File: config.mk
export PLATFORM = sky130hd
export DESIGN_NAME = vmicro16_apb_bram_slave
export DESIGN_NICKNAME = d
export VERILOG_FILES = /design/src/rtl/vmicro16_apb_bram_slave.sv
export SDC_FILE = /design/constraint.sdc
export NUM_CORES = 1
export LEC_CHECK = 0
export CAP_MARGIN = 20
export CORE_MARGIN = 2
export CORE_UTILIZATION = 30
export DETAILED_ROUTE_END_ITERATION = 8
export SKIP_CTS_REPAIR_TIMING = 1
export SLEW_MARGIN = 0
export SYNTH_ARGS = -nofsm -noshare
export SYNTH_HDL_FRONTEND = slang
export SYNTH_SLANG_ARGS = --single-unit
export TNS_END_PERCENT = 100
File: constraint.sdc
create_clock -name clk -period 8.94 [get_ports clk]
set_input_delay 1.341 -clock clk [delete_from_list [all_inputs] [get_ports clk]]
set_output_delay 1.341 -clock clk [all_outputs]
set_load 0.02 [all_outputs]
File: src/rtl/vmicro16_apb_bram_slave.sv
// APB3 word-addressed RAM completer with a fixed number of access-phase wait states.
// Define VMICRO16_APB_SLVERR_EN to flag out-of-range addresses with PSLVERR instead of aliasing them.
module vmicro16_apb_bram_slave #(
  parameter int ADDR_WIDTH  = 16,
  parameter int DATA_WIDTH  = 16,
  parameter int MEM_DEPTH   = 64,
  parameter int WAIT_STATES = 1
) (
  input  logic                  clk,
  input  logic                  reset,
  input  logic                  S_PSELx,
  input  logic                  S_PENABLE,
  input  logic                  S_PWRITE,
  input  logic [ADDR_WIDTH-1:0] S_PADDR,
  input  logic [DATA_WIDTH-1:0] S_PWDATA,
  output logic [DATA_WIDTH-1:0] S_PRDATA,
  output logic                  S_PREADY,
  output logic                  S_PSLVERR
);

  localparam int IDX_W = (MEM_DEPTH > 1) ? $clog2(MEM_DEPTH) : 1;

  typedef enum logic {IDLE, ACCESS} state_t;

  state_t                state;
  logic [IDX_W-1:0]      idx_q;
  logic                  write_q;
  logic [DATA_WIDTH-1:0] wdata_q;
  logic [3:0]            cnt;
  logic                  ready_q;
  logic                  err_q;
  logic [DATA_WIDTH-1:0] rdata_q;

  logic [DATA_WIDTH-1:0] mem [MEM_DEPTH];

  logic             setup;
  logic             complete;
  logic [IDX_W-1:0] idx;
  logic             addr_err;

  assign setup    = S_PSELx & ~S_PENABLE;
  assign idx      = S_PADDR[IDX_W-1:0];
  assign complete = (state == ACCESS) && (cnt == 4'd0) && S_PSELx && S_PENABLE;

`ifdef VMICRO16_APB_SLVERR_EN
  assign addr_err = ({1'b0, S_PADDR} >= (ADDR_WIDTH+1)'(MEM_DEPTH));
`else
  // Upper address bits are ignored: accesses alias modulo the RAM depth.
  logic unused_addr;
  assign unused_addr = ^S_PADDR;
  assign addr_err    = 1'b0;
`endif

  // NOTE: the RAM array has no reset so it maps onto block RAM; contents are undefined until written.
  always_ff @(posedge clk) begin
    if (complete && write_q && !err_q)
      mem[idx_q] <= wdata_q;
  end

  // NOTE: all state is updated with non-blocking assignments so every register samples pre-edge values.
  always_ff @(posedge clk or negedge reset) begin
    if (!reset) begin
      state   <= IDLE;
      idx_q   <= '0;
      write_q <= 1'b0;
      wdata_q <= '0;
      cnt     <= 4'd0;
      ready_q <= 1'b0;
      err_q   <= 1'b0;
      rdata_q <= '0;
    end else begin
      case (state)
        IDLE: begin
          if (setup) begin
            idx_q   <= idx;
            write_q <= S_PWRITE;
            wdata_q <= S_PWDATA;
            cnt     <= 4'(WAIT_STATES);
            ready_q <= (WAIT_STATES == 0);
            err_q   <= addr_err;
            rdata_q <= addr_err ? '0 : mem[idx];
            state   <= ACCESS;
          end
        end
        ACCESS: begin
          if (!S_PSELx) begin
            // Master dropped select mid-transfer: abandon it without touching the RAM.
            state   <= IDLE;
            cnt     <= 4'd0;
            ready_q <= 1'b0;
          end else if (cnt != 4'd0) begin
            cnt     <= cnt - 4'd1;
            ready_q <= (cnt == 4'd1);
          end else if (S_PENABLE) begin
            state   <= IDLE;
            ready_q <= 1'b0;
          end
        end
      endcase
    end
  end

  assign S_PRDATA  = rdata_q;
  assign S_PREADY  = ready_q;
  assign S_PSLVERR = ready_q & err_q;

endmodule
==> After elaboration in Yosys (flattened, before gate mapping) <==
Memories as Yosys holds them, arrays and structs flattened. A register that Yosys moved wholly into a read port is not among the register bits.
Cells that the tools add are included.
{ "totals": {"register_bits": 29, "latchBits": 0, "mem_bits_rw": 1024, "rom_bits": 0, "inputBits": 37, "output_inout_bits": 18, "word_cells": 41, "n_memories": 1} }
{ "memory_table": {"columns": ["memory", "words", "width", "rd", "rd_clocked_by_memory_dff", "write_ports", "line", "rtl"], "rows": [
  ["mem", 64, 16, 1, 1, 1, "34", "logic [DATA_WIDTH-1:0] mem [MEM_DEPTH];"]
]} }
{ "classes": {"n_addsub": 1, "multipliers": 0, "div_mod_pow": 0, "n_lt_le_gt_ge": 0, "n_eq_ne": 4, "n_shift": 0, "muxes": 16, "bitwise": 3, "n_reduce_logical": 10} }
{ "ops": {"columns": ["cell", "count"], "rows": [
  ["$mux 4", 3],
  ["$mux 1", 10],
  ["$pmux 4 s2", 1],
  ["$reduce_and 2->1", 3],
  ["$eq 4x1->1 const B", 1],
  ["$logic_and 1x1->1", 4],
  ["$logic_not 4->1", 1],
  ["$ne 4x3->1 const B", 1],
  ["$pmux 1 s2", 2],
  ["$reduce_bool 4->1", 1],
  ["$sub 4x1->4 const B", 1],
  ["$ne 3x2->1 const B", 1],
  ["$ne 2x2->1 const B", 1],
  ["$not 1->1", 2],
  ["$and 1x1->1", 1],
  ["$logic_not 1->1", 1]
]} }

==> Logic depth before layout (Yosys ltp) <==
Gate-level depths: netlist of run 1.
{ "depth": {"ltp_word": 7, "depth_mapped": 10, "ltp_nobuf": 7} }

==> Worst setup path before layout of run 1 <==
OpenSTA, ideal clock, no wires.
{ "synth_path": {"path_type": "in2reg", "startpoint": "input S_PSELx", "endpoint": "memory mem[30][0] (enable)", "setup_ns": 0.388, "arrival_ns": 2.949, "required_time_ns": 8.552, "path_slack_ns": 5.603, "stages": 4, "path_buffers": 0, "cell_sequence": "nand2_1 > nor4_1 > nand3_1 > nor2_1"} }
{ "synth_between": {"elab_chain_cells": 5} }
{ "synth_lines": {"columns": ["element", "line", "rtl"], "rows": [
  ["start, declared", "11", "input logic S_PSELx,"],
  ["$logic_and 1x1->1 (2 in a row)", "43", "assign complete = (state == ACCESS) && (cnt == 4'd0) && S_PSELx && S_PENABLE;"],
  ["$logic_and 1x1->1", "56", "if (complete && write_q && !err_q)"],
  ["$mux 1", "56", null],
  ["$mux 1 (not written as such)", "57", "mem[idx_q] <= wdata_q;"],
  ["end, declared", "34", null]
]} }
Every way passes these cells.

==> flow_summary.ini, run 1 <==
[critical_path]
arrival_ns = 4.84
timing.critical_path.cells = buf_8 -> buf_12 -> mux4_2 -> mux2i_1 -> a211oi_1 -> o21ai_0 -> nand3_1
worst_setup_path_end_kind = register
startpoint_types = primary input
criticalPathCategory = in2reg
path_max_fanout = 122
cpPeakStageDelay_ns = 1.04
critPathSlowestCell = sky130_fd_sc_hd__a211oi_1
number_of_cells_on_the_worst_reg_to_reg_path = 7
required_ns = 9.55

[power_and_ir_drop]
power.switching_mw = 2.53
clockPowerShare_pct = 39.1
power.share.combinational_pct = 7.7
leakage_nw = 15.1
netSwitchingFraction_pct = 23.1
cellPowerDensity_nw_per_um2 = 229
power_report.internal_total_mw = 8.43
worst_ir_drop_vdd_uv = 147
p_seq_share_pct = 53.3

[routing]
vias_per_cell = 4.99
dr_total_vias = 20300
post-route-drc-count = 0
drt_first_iter_violations = 2379
routedWlPerCell_um = 24.2
drtPass1Iterations = 5
routed_wl_mm = 98.5
final_antenna_net_count = 0

[placement]
dp_slack_ns = 4.07
place_hpwl_mm = 57.0
placedCellCount = 3875
placement.io_buffers = 43
gp_routability_congestion = 0.801

[clock_network]
h-tree-depth = 3
worst_setup_hold_path_clk_slew_ns = 0.06
cts_tree = built
cts_sinks = 1069
clock_tree.root_cell = sky130_fd_sc_hd__clkbuf_16
insertion_delay_ns = 0.69
numCtsBuffers = 105
clk_path_buf_depth = 3

[sta]
report.final.hold_viol_count = 0
clock.fmax_mhz = 237
slew_headroom_pct = 16.8
rsz0062_at_grt = false
finalWorstPathRequiredPeriod_ns = 4.23
tightest_slew_ns = 1.24
slew_viol_final = 0
timing.clock.skew_ns = 0.0464
final.setup.tns_ns = 0
final_min_period_over_clock_period_pct = 47.3
worst_slack_ns = 4.71
total_setup_violations_reported_at_the_end_of_the_flow = 0

[synthesis]
yosys.cell_types.count = 41
synth.yosys.seq_area_share_pct = 76.8
post_synth_inst_count = 2063
synth_seq_cells = 1069
ys_warn_count = 0
syn-mean-instance-area_um2 = 20.1
predominant_post_synthesis_flop_cell = sky130_fd_sc_hd__edfxtp_1
synthesized_area_um2 = 41500
post_synth_edffs = 1024
post_syn_nets = 2103
synthArstFlopShare_pct = 4.21

[floorplan]
fp.dieH_um = 376
start_util_pct = 30.2
die_area_um2 = 141000
die_w_um = 376
i_o_pin_count = 55
fp.coreArea_um2 = 137000
placement_rows = 136

[hold_path]
hold_class = reg2reg
hold_path_depth = 2

[grt]
antenna_found_initial = 7
grt_usage_pct = 13.7
grt_start_max_net_pins = 123
grt_first_pass_wirelength_mm = 142
grt_remaining_overflow = 0
grt_pass1_vias = 20800

[final_layout]
area_growth_syn_to_layout_pct = 15.3
layout.area.seq_um2 = 31900
post_layout_nonfiller_instances = 4076
nets = 2234
final.fill_count = 12600
final_layout_size_suffix_gt1_share_pct = 29.1
multi_input_comb_area_um2 = 9080

[status]
status = finished clean

[job]
maxCapViolCount = 0
[sequential cells by signal (all words and copies together) (netlist names)]
| signal | count |
|---|---|
| wdata_q | 16 |
| mem | 1024 |
| state | 1 |
| idx_q | 6 |
| write_q | 1 |
| S_PREADY | 1 |
| S_PRDATA | 16 |
| cnt | 4 |
[logic make-up (layout without fill, tap and decap cells)]
family          Yosys count  count (layout)  synth area share [%]
fa+ha+maj                 3               3                0.0904
xor+xnor                  2               2                0.0422
simple gates            251             251                  2.65
mux                     414             414                  15.7
compound gates          201             201                  3.39
flops                  1069            1069                  76.8
buf+inv                 122             340                  1.38
other cells               1               2               0.00903
[metal layers]
metal	vias to the layer above	track usage, %	wire (um)
met1	10800	18.4	41500
li1	8697	-	-
met4	4	3.31	1690
met2	692	22.3	47200
met3	105	3.54	8090
met5	-	0	33
[power groups by stage]
stage / Clock [mW] / Sequential, mW / Combinational [mW]
global placement: 0 / 5.98 / 0.755
global route: 4.56 / 5.84 / 0.905
CTS: 4.36 / 5.89 / 0.790
finish: 4.28 / 5.84 / 0.841
detailed placement: 0 / 5.99 / 0.788
floorplan: 0 / 6.04 / 0.333
[Yosys cell counts, drive strengths merged (2+ instances only)]
library cell  count  area (um2)
o21ai            13        65.1
a22oi            15         113
xnor2             2        17.5
mux2            196        2210
edfxtp         1024       30700
or3b              5        43.8
nor2b             5        31.3
o31ai            12        90.1
mux2i            49         490
buf              63         352
or2               2        12.5
inv               5        18.8
and2             12        75.1
o22ai           103         644
a21oi            12        60.1
or3               2        12.5
nand3b            4        30.0
nor3             22         110
nor2             94         353
dfrtp            45        1130
mux4            169        3810
nand3             8        40.0
nand2            86         323
nand2b            6        37.5
a221oi           11         165
clkbuf           53         199
a211oi           26         195
ha                3        37.5
nor4              3        18.8
o221ai            5        43.8
[final cells by class]
| class | count | share of cell area [%] |
|---|---|---|
| flip-flops and latches | 1069 | 66.7 |
| multi-input cells | 872 | 19.0 |
| clock buffers | 125 | 5.69 |
| well taps | 1794 | 4.69 |
| repair buffers | 140 | 2.59 |
| clock inverters | 69 | 1.34 |
| inverters | 6 | 0.0471 |
| diodes | 1 | 0.00523 |
[stage by stage]
stage | power, mW | util [%] | area [um2] | hold WS, ns
floorplan | 6.37 | - | 41500 | 0.446
global placement | 6.73 | 32.3 | 44400 | 0.479
detailed placement | 6.78 | 32.3 | 44400 | 0.478
CTS | 11.0 | 34.7 | 47800 | 0.493
global route | 11.3 | 34.8 | 47900 | 0.511
finish | 11.0 | 34.8 | 47900 | 0.489
[path summary, 6_finish.rpt]
path | start | to | slack [ns]
worst max-delay path | S_PADDR[2] | S_PRDATA[8] | 4.71
worst min-delay path | wdata_q[4] | wdata_q[4] | 0.49
worst max register to register | cnt[0] | mem[17][14] | 4.95
worst min register to register | wdata_q[4] | wdata_q[4] | 0.49
max in group asynchronous | reset | wdata_q[15] | 7.62
min in group asynchronous | reset | cnt[0] | 0.79
[cell usage in the layout, fill, tap and decap left out, drive strengths merged, types with 2 or more instances in the layout]
master / netlist / layout
inv: 5 / 9
bufinv: 0 / 8
edfxtp: 1024 / 1024
nor4: 3 / 3
nor2b: 5 / 5
nand3: 8 / 8
a22oi: 15 / 15
a21oi: 12 / 12
o221ai: 5 / 5
or3b: 5 / 5
xnor2: 2 / 2
mux2i: 49 / 49
nor2: 94 / 94
or2: 2 / 2
clkinv: 1 / 52
mux4: 169 / 169
nand2b: 6 / 6
dfrtp: 45 / 45
or3: 2 / 2
a211oi: 26 / 26
mux2: 196 / 196
and2: 12 / 12
o22ai: 103 / 103
clkbuf: 53 / 126
buf: 63 / 102
nand2: 86 / 86
o21ai: 13 / 13
ha: 3 / 3
clkinvlp: 0 / 6
clkdlybuf4s50: 0 / 37
nor3: 22 / 22
a221oi: 11 / 11
nand3b: 4 / 4
o31ai: 12 / 12
[critical path: cells and delay by family]
family	cells	cell delay [ns]
compound gates	2	1.49
simple gates	1	0.19
mux	2	0.43
buf+inv	2	1.12
No activity file was read; power rests on OpenSTA's default activity.
==> run 2: changes to the inputs <==
clock period = 3.5 ns   (was 8.94 ns; I/O delays follow)
==> flow_summary.ini, run 2 (same netlist as run 1, synthesis figures left out) <==
[routing]
final_antenna_net_count = 0
drt_first_iter_violations = 2416
drtPass1Iterations = 6
dr_total_vias = 20600
post-route-drc-count = 0
vias_per_cell = 4.99
routedWlPerCell_um = 24.5
routed_wl_mm = 101

[sta]
slew_viol_final = 0
finalWorstPathRequiredPeriod_ns = 2.93
rsz0062_at_grt = false
final_min_period_over_clock_period_pct = 83.7
timing.clock.skew_ns = 0.0381
report.final.hold_viol_count = 0
final.setup.tns_ns = 0
tightest_slew_ns = 1.18
total_setup_violations_reported_at_the_end_of_the_flow = 0
slew_headroom_pct = 20.8
clock.fmax_mhz = 341

[critical_path]
critical-path-top-delay-family = simple AND/OR/NAND/NOR gates
timing.critical_path.cells = inv_1 -> ha_1 -> or3b_2 -> nor4_1 -> buf_4 -> nand2_1 -> nor2_1 -> buf_12
startpoint_types = register
critPathBufInv = 3
criticalPathCategory = reg2reg
number_of_cells_on_the_worst_reg_to_reg_path = 8
critPathSlowestCell = sky130_fd_sc_hd__or3b_2
r2r_start = cnt[0]
cpPeakStageDelay_ns = 0.51
r2r_setup_slack_ns = 0.57
required_ns = 3.87
path_max_fanout = 16
reg2reg_to = mem[8][1]
worst_setup_path_end_kind = register
arrival_ns = 3.30

[final_layout]
register_containing_the_most_flip_flops_in_the_final_layout = mem
final.fill_count = 12500
most_common_cell_after_layout_fill_and_taps_aside = sky130_fd_sc_hd__edfxtp_1
layout.area.seq_um2 = 31900
final_design_area_no_fill_um2 = 49300
final_layout_size_suffix_gt1_share_pct = 30.5
finish.utilization_pct = 35.9
area_growth_syn_to_layout_pct = 18.8
nets = 2285
multi_input_comb_area_um2 = 9080
layout_common_cells = 1024 x sky130_fd_sc_hd__edfxtp_1, 196 x sky130_fd_sc_hd__mux2_2, 169 x sky130_fd_sc_hd__mux4_2, 108 x sky130_fd_sc_hd__clkbuf_16, 103 x sky130_fd_sc_hd__o22ai_1
largest_register_ff_count = 1024

[clock_network]
cts_sinks = 1069
insertion_delay_ns = 0.68
clock_tree.root_cell = sky130_fd_sc_hd__clkbuf_16
cts_tree = built
numCtsBuffers = 105
worst_setup_hold_path_clk_slew_ns = 0.06
h-tree-depth = 3
clk_path_buf_depth = 3

[grt]
grt_usage_pct = 14.1
grt_start_max_net_pins = 84
grt_remaining_overflow = 0
grt_first_pass_wirelength_mm = 146
grt_pass1_vias = 21200
antenna_found_initial = 2

[hold_path]
hold_class = in2reg
hold_path_depth = 3
timing.hold.worst.start = S_PWDATA[14]
min_to = wdata_q[14]

[placement]
place_hpwl_mm = 62.4
gp_routability_congestion = 0.798
dpl-instance-area_um2 = 45700
placement.io_buffers = 43

[power_and_ir_drop]
leakage_nw = 15.7
cellPowerDensity_nw_per_um2 = 580
worst_ir_drop_vdd_uv = 343

[floorplan]
fp.coreArea_um2 = 137000
placement_rows = 136
fp.dieH_um = 376
i_o_pin_count = 55
start_util_pct = 30.2
die_area_um2 = 141000
die_w_um = 376

[status]
status = finished clean

[job]
maxCapViolCount = 0
run 2: changes by cell type in the layout (fill, tap and decap cells not counted), sizes merged:
cell         delta
buf            +51
bufinv          +4
clkbuf         +16
clkinv         -14
clkinvlp        -5
dlygate4sd3     +1
inv             -1
run 2: cell type report:
class / instances / share of cell area, %
well taps: 1794 / 4.55
multi-input cells: 872 / 18.4
clock buffers: 142 / 5.96
inverters: 6 / 0.0457
clock inverters: 53 / 1.22
repair buffers: 191 / 5.14
flip-flops and latches: 1069 / 64.7
diodes: 1 / 0.00507
run 2: worst min-delay path: stages:
cell and delay, ns:
sky130_fd_sc_hd__clkdlybuf4s50_1 0.39, sky130_fd_sc_hd__nand2_1 0.06, sky130_fd_sc_hd__nand2_1 0.04
run 2: report_power, final:
group | leakage (nW) | total (mW) | internal [mW] | switching (mW)
logic | 4.10 | 1.91 | 0.707 | 1.20
registers | 9.83 | 15.2 | 14.7 | 0.548
clock network | 1.74 | 11.5 | 6.77 | 4.71
run 2: per-layer routing:
metal	wire length, um	vias to the layer above	global-route usage, %	part of all wire, %
met3	7720	172	2.97	7.6
met1	42400	10900	19.2	42
met4	2750	2	4.16	2.7
met5	10	-	0	0.0099
li1	-	8811	-	-
met2	48400	709	22.8	48
run 2: how the worst max path moves through the flow:
stage | cells past startpoint | start | end | slack, ns
global placement | 7 | S_PADDR[2] | S_PRDATA[5] | 0.43
CTS | 8 | cnt[0] | mem[8][3] | 0.58
floorplan | 6 | cnt[0] | mem[54][0] | 0.52
finish | 8 | cnt[0] | mem[8][1] | 0.57
global route | 8 | cnt[0] | mem[9][14] | 0.46
detailed placement | 7 | S_PSELx | mem[0][13] | 0.37
run 2: metrics by stage:
| stage | setup WS, ns | hold WS (ns) | power [mW] | std cells |
|---|---|---|---|---|
| global route | 0.455 | 0.391 | 29.5 | 4127 |
| global placement | 0.430 | 0.481 | 17.3 | 3926 |
| detailed placement | 0.374 | 0.500 | 17.4 | 3927 |
| finish | 0.571 | 0.404 | 28.6 | 4128 |
| CTS | 0.582 | -0.135 | 28.8 | 4122 |
| floorplan | 0.521 | 0.229 | 16.3 | 2063 |
